**src/rtl/trigger_sequencer.sv**
```systemverilog
// trigger_sequencer: synchronizes vsync/serial/bitplane, edge-detects them and
// issues one stretched send pulse per accepted bitplane edge within a frame.
// Optional build macro TRIGGER_SEQUENCER_DELAY_EN adds parameter DELAY, which
// postpones every send start by DELAY cycles after the accepted bitplane edge.
module trigger_sequencer #(
  parameter int N_BIT_PLANES = 12,
  parameter int DURATION     = 1200,
  parameter int SYNC_STAGES  = 2,
  parameter int FCNT_W       = 16
`ifdef TRIGGER_SEQUENCER_DELAY_EN
  , parameter int DELAY      = 0
`endif
) (
  input  logic              clk,
  input  logic              rst,
  input  logic              vsync,
  input  logic              serial,
  input  logic              bitplane,
  output logic              send,
  output logic              busy,
  output logic [7:0]        plane_idx,
  output logic [FCNT_W-1:0] frame_cnt,
  output logic              overrun
);

  localparam int CNT_W = $clog2(DURATION + 1);

  typedef enum logic [1:0] {WAIT_VS, WAIT_SER, ARMED, DONE} state_t;

  // Bit order inside each 3-bit slice: [0]=vsync, [1]=serial, [2]=bitplane.
  logic [SYNC_STAGES-1:0][2:0] r_sync;
  logic [2:0]                  r_prev;
  logic [2:0]                  r_edge;
  logic [2:0]                  w_in;

  state_t             r_state;
  state_t             w_next;
  logic               w_vs_e, w_ser_e, w_bp_e;
  logic               w_accept, w_drop, w_last;
  logic               w_start, w_slot_busy;
  logic               r_send;
  logic [CNT_W-1:0]   r_cnt;
  logic [7:0]         r_pidx;
  logic [FCNT_W-1:0]  r_fcnt;
  logic               r_ovr;

  assign w_in    = {bitplane, serial, vsync};
  assign w_vs_e  = r_edge[0];
  assign w_ser_e = r_edge[1];
  assign w_bp_e  = r_edge[2];
  assign w_last  = (({1'b0, r_pidx} + 9'd1) == 9'(N_BIT_PLANES));

  // Synchronizer chain plus registered rising-edge pulse per input.
  always_ff @(posedge clk) begin
    if (rst) begin
      r_sync <= '0;
      r_prev <= '0;
      r_edge <= '0;
    end else begin
      r_sync <= {r_sync[SYNC_STAGES-2:0], w_in};
      r_prev <= r_sync[SYNC_STAGES-1];
      r_edge <= r_sync[SYNC_STAGES-1] & ~r_prev;
    end
  end

`ifdef TRIGGER_SEQUENCER_DELAY_EN
  logic        r_pend;
  logic [15:0] r_dcnt;

  // The slot stays occupied from acceptance through the end of the pulse.
  assign w_slot_busy = r_send | r_pend;
  assign w_start     = (DELAY == 0) ? w_accept : (r_pend && (r_dcnt == 16'd0));

  // Delay countdown between an accepted bitplane edge and the send start.
  always_ff @(posedge clk) begin
    if (rst) begin
      r_pend <= 1'b0;
      r_dcnt <= '0;
    end else if (w_accept && (DELAY != 0)) begin
      r_pend <= 1'b1;
      r_dcnt <= 16'(DELAY - 1);
    end else if (r_pend) begin
      if (r_dcnt == 16'd0) r_pend <= 1'b0;
      else                 r_dcnt <= r_dcnt - 16'd1;
    end
  end
`else
  assign w_slot_busy = r_send;
  assign w_start     = w_accept;
`endif

  // State register.
  always_ff @(posedge clk) begin
    if (rst) r_state <= WAIT_VS;
    else     r_state <= w_next;
  end

  // Next state and accept/drop decisions; vsync overrides everything else.
  always_comb begin
    w_next   = r_state;
    w_accept = 1'b0;
    w_drop   = 1'b0;
    if (w_vs_e) begin
      w_next = WAIT_SER;
    end else begin
      case (r_state)
        WAIT_SER: if (w_ser_e) w_next = ARMED;
        ARMED: begin
          if (w_bp_e) begin
            if (w_slot_busy) begin
              w_drop = 1'b1;
            end else begin
              w_accept = 1'b1;
              if (w_last) w_next = DONE;
            end
          end
        end
        default: ;
      endcase
    end
  end

  // Pulse stretcher: runs to completion once started, never retriggers.
  always_ff @(posedge clk) begin
    if (rst) begin
      r_send <= 1'b0;
      r_cnt  <= '0;
    end else if (w_start) begin
      r_send <= 1'b1;
      r_cnt  <= CNT_W'(DURATION - 1);
    end else if (r_send) begin
      if (r_cnt == '0) r_send <= 1'b0;
      else             r_cnt  <= r_cnt - CNT_W'(1);
    end
  end

  // Frame counter, per-frame plane index and sticky overrun flag.
  always_ff @(posedge clk) begin
    if (rst) begin
      r_fcnt <= '0;
      r_pidx <= '0;
      r_ovr  <= 1'b0;
    end else begin
      if (w_vs_e) begin
        r_fcnt <= r_fcnt + FCNT_W'(1);
        r_pidx <= '0;
      end else if (w_accept) begin
        r_pidx <= r_pidx + 8'd1;
      end
      if (w_drop) r_ovr <= 1'b1;
    end
  end

  assign send      = r_send;
  assign busy      = r_send;
  assign plane_idx = r_pidx;
  assign frame_cnt = r_fcnt;
  assign overrun   = r_ovr;

endmodule
```
**config.mk**
```make
export PLATFORM = sky130hd
export DESIGN_NAME = trigger_sequencer
export DESIGN_NICKNAME = d
export VERILOG_FILES = /design/src/rtl/trigger_sequencer.sv
export SDC_FILE = /design/constraint.sdc
export NUM_CORES = 1
export LEC_CHECK = 0
export CAP_MARGIN = 20
export CELL_PAD_IN_SITES_DETAIL_PLACEMENT = 0
export CELL_PAD_IN_SITES_GLOBAL_PLACEMENT = 1
export CORE_AREA = 2 2 94 96
export DETAILED_ROUTE_END_ITERATION = 7
export DIE_AREA = 0 0 96 98
export DONT_BUFFER_PORTS = 1
export HOLD_SLACK_MARGIN = 0.06
export PLACE_DENSITY = 0.6
export SYNTH_ARGS = -nofsm -noshare
export SYNTH_HDL_FRONTEND = slang
export SYNTH_SLANG_ARGS = --single-unit
```
**constraint.sdc**
```tcl
create_clock -name clk -period 2.9 [get_ports clk]
set_input_delay 0.58 -clock clk [delete_from_list [all_inputs] [get_ports clk]]
set_output_delay 0.58 -clock clk [all_outputs]
set_load 0.02 [all_outputs]
```
==> results.json <==
{
  "routed_wl_um": 4440,
  "final.fill_count": 903,
  "cts_tree": "built",
  "design.core.area_mm2": 0.00847,
  "nets": 257,
  "antenna_found_initial": 0,
  "reg2reg_from": "r_edge[0]",
  "vias": 1674,
  "grt_max_degree": 43,
  "cp-end-kind": "register",
  "setup_viol": 0,
  "period_share_pct": 71.2,
  "avgSynthCellArea_um2": 9.08,
  "hold_start": "rst",
  "async_flop_share_pct": 0,
  "area_growth_pct": 7.88,
  "antenna_cells": 0,
  "dieArea_mm2": 0.00941,
  "fmax_ghz": 0.484,
  "cts_buffer_depth": 2,
  "place_hpwl_um": 3070,
  "post_synth_num_cell_types": 48,
  "maxCapViolCount": 0,
  "portBuffers": 0,
  "synth_area_leaders": "dfxtp_1 45%, xnor2_1 7.3%, nor2_1 5.8%, nor2b_1 3.6%, ha_1 2.8%",
  "rsz0062_at_grt": "false",
  "placementRows": 34,
  "min_path_cells": 1,
  "syn_nets": 260,
  "overflow": 0,
  "path_class": "register to register",
  "tightest_slew_ns": 0.729,
  "ioPinCount": 32,
  "cp.arrival_ns": 2.30,
  "postRouteAntennaNets": 0,
  "clk_latency_ns": 0.30,
  "ys_ff_latch": 51,
  "post_cts_buffers": 0,
  "slew_viol_final": 0,
  "layout_common_cells": "51 x dfxtp_1, 35 x nor2_1, 19 x xnor2_1",
  "setup_tns_ns": 0,
  "clk_pin_slew_ns": 0.09,
  "timing.rr.end": "frame_cnt[14]",
  "final-instance-count-excl-fill": 355,
  "cts.sinks": 51,
  "syn_inst": 250,
  "yosysSeqAreaShare_pct": 45.0,
  "start_kind": "register",
  "synth_warnings": 0,
  "die_w_um": 96,
  "syn-cell-area_mm2": 0.00227,
  "hold_slack_ns": 0.340,
  "skew_ns": 0.00556,
  "postCtsResizedCells": 0,
  "maxSlewHeadroom_pct": 51.3,
  "start_util_pct": 26.8,
  "grtUsageTotal_pct": 10.1,
  "status": "complete, no violations",
  "synth_top_area_share_pct": 45.0,
  "min_to": "r_sync[4]",
  "drt-initial-drc-count": 77,
  "yosys.area.top_type": "dfxtp_1",
  "fin_crit_ns": 2.07,
  "wl_per_cell_um": 12.5,
  "drt_pass1_iterations": 4,
  "die_height_um": 98,
  "hp-class": "primary input to register",
  "r2r_slack_ns": 0.83,
  "cts-root-buf": "clkbuf_8",
  "globalplace.congestion": 0.704,
  "final_common_cell": "dfxtp_1",
  "final_core_util_pct": 28.9,
  "ys.flop_type": "dfxtp_1",
  "grt_pass1_vias": 1600,
  "r2r_cells": 4,
  "placed_cells": 348,
  "grt_pass1_wl_um": 7560,
  "finalHoldViolations": 0,
  "avgViaCountPerCell": 4.72,
  "crit_fanout": 11,
  "drive_above_1_share_pct": 7.29,
  "p_per_area_mw_per_mm2": 463,
  "power.leakage_uw": 0.000771,
  "htree_levels": 2,
  "synth-edff-count": 0,
  "cts_hold_buf": 0,
  "cp.required_ns": 3.14,
  "cts_buffers": 5,
  "vdd_drop_max_uv": 255,
  "drc": 0,
  "crit_start": "r_edge[0]"
}
-- Yosys cell counts (all sizes together) (2+ instances only) --
| library cell | count |
|---|---|
| dfxtp | 51 |
| nor2 | 35 |
| xnor2 | 19 |
| nor2b | 13 |
| nand2 | 12 |
| a21oi | 11 |
| nor3 | 10 |
| inv | 9 |
| nand3 | 9 |
| nor4 | 9 |
| clkbuf | 7 |
| a211oi | 6 |
| nand4 | 6 |
| buf | 5 |
| ha | 5 |
| xor2 | 4 |
| a311oi | 3 |
| mux2i | 3 |
| a31oi | 2 |
| and3 | 2 |
| nand3b | 2 |
| nand4bb | 2 |
| o21a | 2 |
| o21ai | 2 |
| or2 | 2 |
| or3 | 2 |
| or4b | 2 |
-- area by class of cell --
cell class	count	area (um^2)	share of cell area [%]
clock inverters	1	5.00	0.204
flip-flops and latches	51	1020	41.7
repair buffers	2	15.0	0.613
inverters	9	33.8	1.38
clock buffers	6	82.6	3.37
well taps	108	135	5.52
multi-input cells	178	1160	47.2
-- metal layers --
metal	up-vias	GRT usage [%]	wire, um
met5	-	0	0
met3	6	2.85	174
li1	868	-	-
met2	29	15.9	2070
met4	0	3.96	76
met1	771	13.0	2110
-- power breakdown --
part	switching, uW	internal (uW)	total, uW
combinational	5.44	6.88	12.3
clock	222	188	410
sequential	4.84	707	712
total	232	901	1130
-- flip-flops by register name, summed over array words and instances, names as in the netlist --
name,cells
r_state,2
r_cnt,11
r_edge,3
r_prev,3
frame_cnt,16
r_sync,6
overrun,1
plane_idx,8
busy,1
-- worst max-delay path: stages, from the launching register on --
cell and delay, ns:
dfxtp_1 0.55, nand4_1 0.42, nor2_1 0.28, or4b_2 0.59
a21oi_1 0.16
-- cell families (layout without fill, tap and decap cells) --
family	after synthesis	count (layout)	share of synthesized area, %
adders and majority gates	5	5	2.75
DFF	51	51	45.0
AOI/OAI and AO/OA	33	33	10.7
muxes	4	4	1.82
buffers and inverters	21	18	4.08
and+or+nand+nor	113	113	26.8
xor gates and xnor gates	23	23	8.87
-- per-stage QoR --
stage	setup slack [ns]	total power [uW]	instance area, um^2
6_report	0.835	1130	2450
5_1_grt	0.647	1190	2450
4_1_cts	0.826	1170	2450
3_5_place_dp	0.849	741	2360
3_3_place_gp	0.883	741	2360
2_1_floorplan	1.03	745	2270
-- worst max path at each step --
stage / cells past startpoint / endpoint
after floorplan: 5 / r_cnt[9]
after global placement: 4 / frame_cnt[14]
after detailed placement: 4 / frame_cnt[14]
after CTS: 4 / frame_cnt[14]
after global routing: 6 / r_cnt[0]
final: 4 / frame_cnt[14]
No activity file was read; power rests on OpenSTA's default activity.
==> RTL edit 1, RTL diff (same settings) <==
Register the inputs `vsync` and `serial` before use, cleared by the reset. The logic sees them one clock later. The other inputs are not delayed to match.
--- a/src/rtl/trigger_sequencer.sv
+++ b/src/rtl/trigger_sequencer.sv
@@ -29,2 +29,15 @@
 
+  logic vsync_q;
+  logic serial_q;
+
+  always_ff @(posedge clk) begin
+    if (rst) begin
+      vsync_q  <= '0;
+      serial_q <= '0;
+    end else begin
+      vsync_q  <= vsync;
+      serial_q <= serial;
+    end
+  end
+
   // Bit order inside each 3-bit slice: [0]=vsync, [1]=serial, [2]=bitplane.
@@ -46,3 +59,3 @@
 
-  assign w_in    = {bitplane, serial, vsync};
+  assign w_in    = {bitplane, serial_q, vsync_q};
   assign w_vs_e  = r_edge[0];
Formal check against the unedited RTL: not equivalent (a bounded check fails within 10 cycles, from zero or initial values and one cycle with rst high).
==> RTL edit 1 against the original RTL <==
Non-clock buffer count did not move. Area after synthesis rose by 2.4%. Routed wire length rose by 4.2%. Sequential share of layout area rose by 0.60 points. Sequential cell count rose by 2. Final area rose by 2.5%. Setup slack improved by 0.055 ns. Total power rose by 5.4%. Critical path type unchanged.
==> RTL edit 1: results (changes against the original RTL) <==
Global Route Usage Sum 10.79% (was 10.13%); Placer Congestion 0.7511 (was 0.7038); Worst path max stage delay 0.51 ns (was 0.59 ns); dpl hpwl 3181 um (was 3069 um); Clock group 446 uW (was 410 uW); signal buffers share of area 0.5982% (was 0.6129%); drt wl/cell 12.94 um (was 12.49 um); metal2 WL 2066 um (was 2073 um); Max Clock Skew 0.02101 ns (was 0.005561 ns); Post-Syn Area 2326 um2 (was 2271 um2); nets 258 (was 257); Worst Hold Path EP frame_cnt[3] (was r_sync[4]); FF+latch area 1061 um2 (was 1021 um2); Net Sw Power 277.8 uW (was 232.4 uW); first-pass GRT wire length 8183 um (was 7555 um); R2R Path End plane_idx[7] (was frame_cnt[14]); post-synthesis mux area share 1.345% (was 1.818%); CP max FO 8 (was 11); Commonest cells post-synth 53 x dfxtp_1, 30 x nor2_1, 18 x xnor2_1 (was 51 x dfxtp_1, 35 x nor2_1, 19 x xnor2_1); multi-input logic area 1181 um2 (was 1157 um2); Seq. pwr 737 uW (was 712 uW); r2r setup slk 0.89 ns (was 0.83 ns); pre-CTS setup slack 0.8848 ns (was 0.8491 ns); outcome complete, no violations (unchanged); Post-Synth XOR/XNOR Area 8.661% (was 8.871%); inverter count 6 (was 9)
==> RTL edit 1: cell types whose count changed after synthesis, sizes merged, moves of 3 or more <==
cell / delta
nor2: -5
o31ai: +3
nor3: +6
inv: -3
nor2b: +3
==> RTL edit 1: kinds of logic after synthesis <==
family / count (synthesis)
multiplexers: 3
AND/OR/NAND/NOR: 120
AO/OA/AOI/OAI: 29
XOR/XNOR: 23
flip-flops: 53
adder cells (fa/ha/maj): 5
buffers and inverters: 19
==> RTL edit 1: per-layer routing <==
layer  GRT usage, %  vias up
met1          14.02      794
met3          3.627        5
met4          3.956        0
met2          16.51       29
li1               -      876
met5              0        -
==> RTL edit 1: through the flow <==
step	hold WS [ns]	util, %
final	0.3294	29.65
after global routing	0.3000	29.65
after floorplan	0.3674	-
after CTS	0.3122	29.65
after global placement	0.3720	28.53
after detailed placement	0.3742	28.53
==> RTL edit 2, RTL diff (config.mk and constraints unchanged) <==
Made on the original files. Change the parameter `N_BIT_PLANES` from 12 to 11.
--- a/src/rtl/trigger_sequencer.sv
+++ b/src/rtl/trigger_sequencer.sv
@@ -5,3 +5,3 @@
 module trigger_sequencer #(
-  parameter int N_BIT_PLANES = 12,
+  parameter int N_BIT_PLANES = 11,
   parameter int DURATION     = 1200,
Function: no difference found for any inputs over 10 cycles, from zero or initial values and one cycle with rst high; that may be too few to reach the edited logic, so the function may still have changed.
==> RTL edit 2 against the original RTL <==
Sequential power is essentially flat. Final area grew 3.3%. Total power grew 8.0%. Largest cell class unchanged. Critical path depth is the same. Routed wire length grew 7.0%. Sequential cell count is the same. Setup slack gained 0.24 ns. Area after synthesis grew 2.9%. Highest routed layer unchanged.
==> RTL edit 2: results (changes against the original RTL) <==
later-pin clock latency in the skew report 0.31 ns; drt wl/cell 13.26 um (was 12.49 um); ant diodes 0 (unchanged); Post-Synth XOR/XNOR Area 7.874% (was 8.871%); post_cts resized 0 (unchanged); CTS H-tree depth 2 (unchanged); layout cells sized above 1 8.400% (was 7.287%); Inserted Clock Buffers 5 (unchanged); clock buffer depth 2 (unchanged); max FFs per register 16 (unchanged); ranking of synthesized cells by area dfxtp_1 44%, nor2_1 5.5%, xnor2_1 5.2% (was dfxtp_1 45%, xnor2_1 7.3%, nor2_1 5.8%); post-synthesis mux area share 2.250% (was 1.818%); vias post-DR 1686 (was 1674); Seq/Total Area, Yosys 43.71% (was 44.96%); antenna violations before repair 0 (unchanged); Max Clock Skew 0.007777 ns (was 0.005561 ns); async set or reset register ratio after synthesis 0% (unchanged); # DRC 0 (unchanged); Leakage 0.0008519 uW (was 0.0007714 uW); Commonest cells post-synth 51 x dfxtp_1, 34 x nor2_1, 14 x nor2b_1, 14 x xnor2_1 (was 51 x dfxtp_1, 35 x nor2_1, 19 x xnor2_1); initial DRC count 44 (was 77); CP max FO 7 (was 11); worst hold path class input pin to flop (unchanged); pin count of the biggest net entering global routing 41 (was 43); synth warn 0 (unchanged); Post-CTS Repair Setup Buffers 0 (unchanged); top_reg_cell synth dfxtp_1 (unchanged); Peak supply drop 0.0001804 V (was 0.0002546 V); Placer Congestion 0.7501 (was 0.7038); Post-Synth Adder-Cell Area 2.678% (was 2.755%); r2r setup slk 1.07 ns (was 0.83 ns); hold_ws 0.3306 ns (was 0.3405 ns); slowest cell on the critical path dfxtp_1 (was or4b_2); Port Buffers 0 (unchanged); first-pass GRT wire length 8197 um (was 7555 um); vias in the first global route 1697 (was 1600); Synth cell types 50 (was 48); DR pass1 iterations 5 (was 4); Worst path max stage delay 0.53 ns (was 0.59 ns); Rel. slew slack 63.25% (was 51.30%); dpl hpwl 3271 um (was 3069 um); outcome complete, no violations (unchanged); clock transition at the registers of the reported paths 0.10 ns; root buffer cell clkbuf_8 (unchanged); CP arrival 2.04 ns (was 2.30 ns); nets 260 (was 257); Compound-Gate Fraction of Synth Area 9.963% (was 10.74%); Global Route Usage Sum 10.93% (was 10.13%)
-- RTL edit 2: cell count changes in the layout (fill, tap and decap cells not counted), moves of 3 or more --
cell / delta
o21ai_0: +3
nor4_1: -3
inv_1: +3
xnor2_1: -5
xor2_1: +3
nor3_1: -4
-- RTL edit 2: where the power goes --
| part | total, uW | switching [uW] | internal [uW] |
|---|---|---|---|
| Clock | 499 | 246 | 253 |
| Combinational | 14.5 | 6.43 | 8.11 |
| Sequential | 712 | 4.68 | 707 |
| Total | 1220 | 257 | 968 |
-- RTL edit 2: kinds of logic after synthesis --
kind of cell             after synthesis
AND/OR/NAND/NOR                      112
flip-flops                            51
AO/OA/AOI/OAI                         36
buffers and inverters                 23
XOR/XNOR                              21
multiplexers                           5
adder cells (fa/ha/maj)                5
-- RTL edit 2: final timing paths --
path,start,endpoint,cells past startpoint
max,frame_cnt[0],frame_cnt[14],4
max reg2reg,frame_cnt[0],frame_cnt[14],4
min,rst,r_cnt[10],1
min reg2reg,r_prev[2],r_edge[2],1
-- RTL edit 2: layer usage --
metal	GRT usage, %	share of wire [%]	vias to the layer above
met5	0	0	-
met4	3.956	1.5	0
met3	2.932	3.5	6
met2	17.47	47	24
met1	14.01	48	783
li1	-	-	873
-- RTL edit 2: critical path: cells and delay by family, from the launching register on --
family | cells | cell delay (ns)
and+or+nand+nor | 2 | 0.60
DFF | 1 | 0.53
muxes | 1 | 0.37
adders and majority gates | 1 | 0.23
-- RTL edit 2: cell type report --
type | instances | area [um2]
well taps | 108 | 135.1
multi-input cells | 179 | 1216
repair buffers | 1 | 7.507
clock buffers | 5 | 68.82
clock inverters | 2 | 37.54
inverters | 12 | 45.04
fillers | 916 | 5934
flip-flops and latches | 51 | 1021
-- RTL edit 2: per-stage QoR --
stage | std cells | util, % | total power (uW) | cell area [um2] | setup slack (ns)
global route | 358 | 29.90 | 1275 | 2531 | 0.9218
CTS | 358 | 29.90 | 1243 | 2531 | 1.080
floorplan | 253 | - | 747.0 | 2336 | 1.230
finish | 358 | 29.90 | 1225 | 2531 | 1.072
detailed placement | 351 | 28.64 | 743.4 | 2425 | 1.098
global placement | 351 | 28.64 | 743.0 | 2425 | 1.099
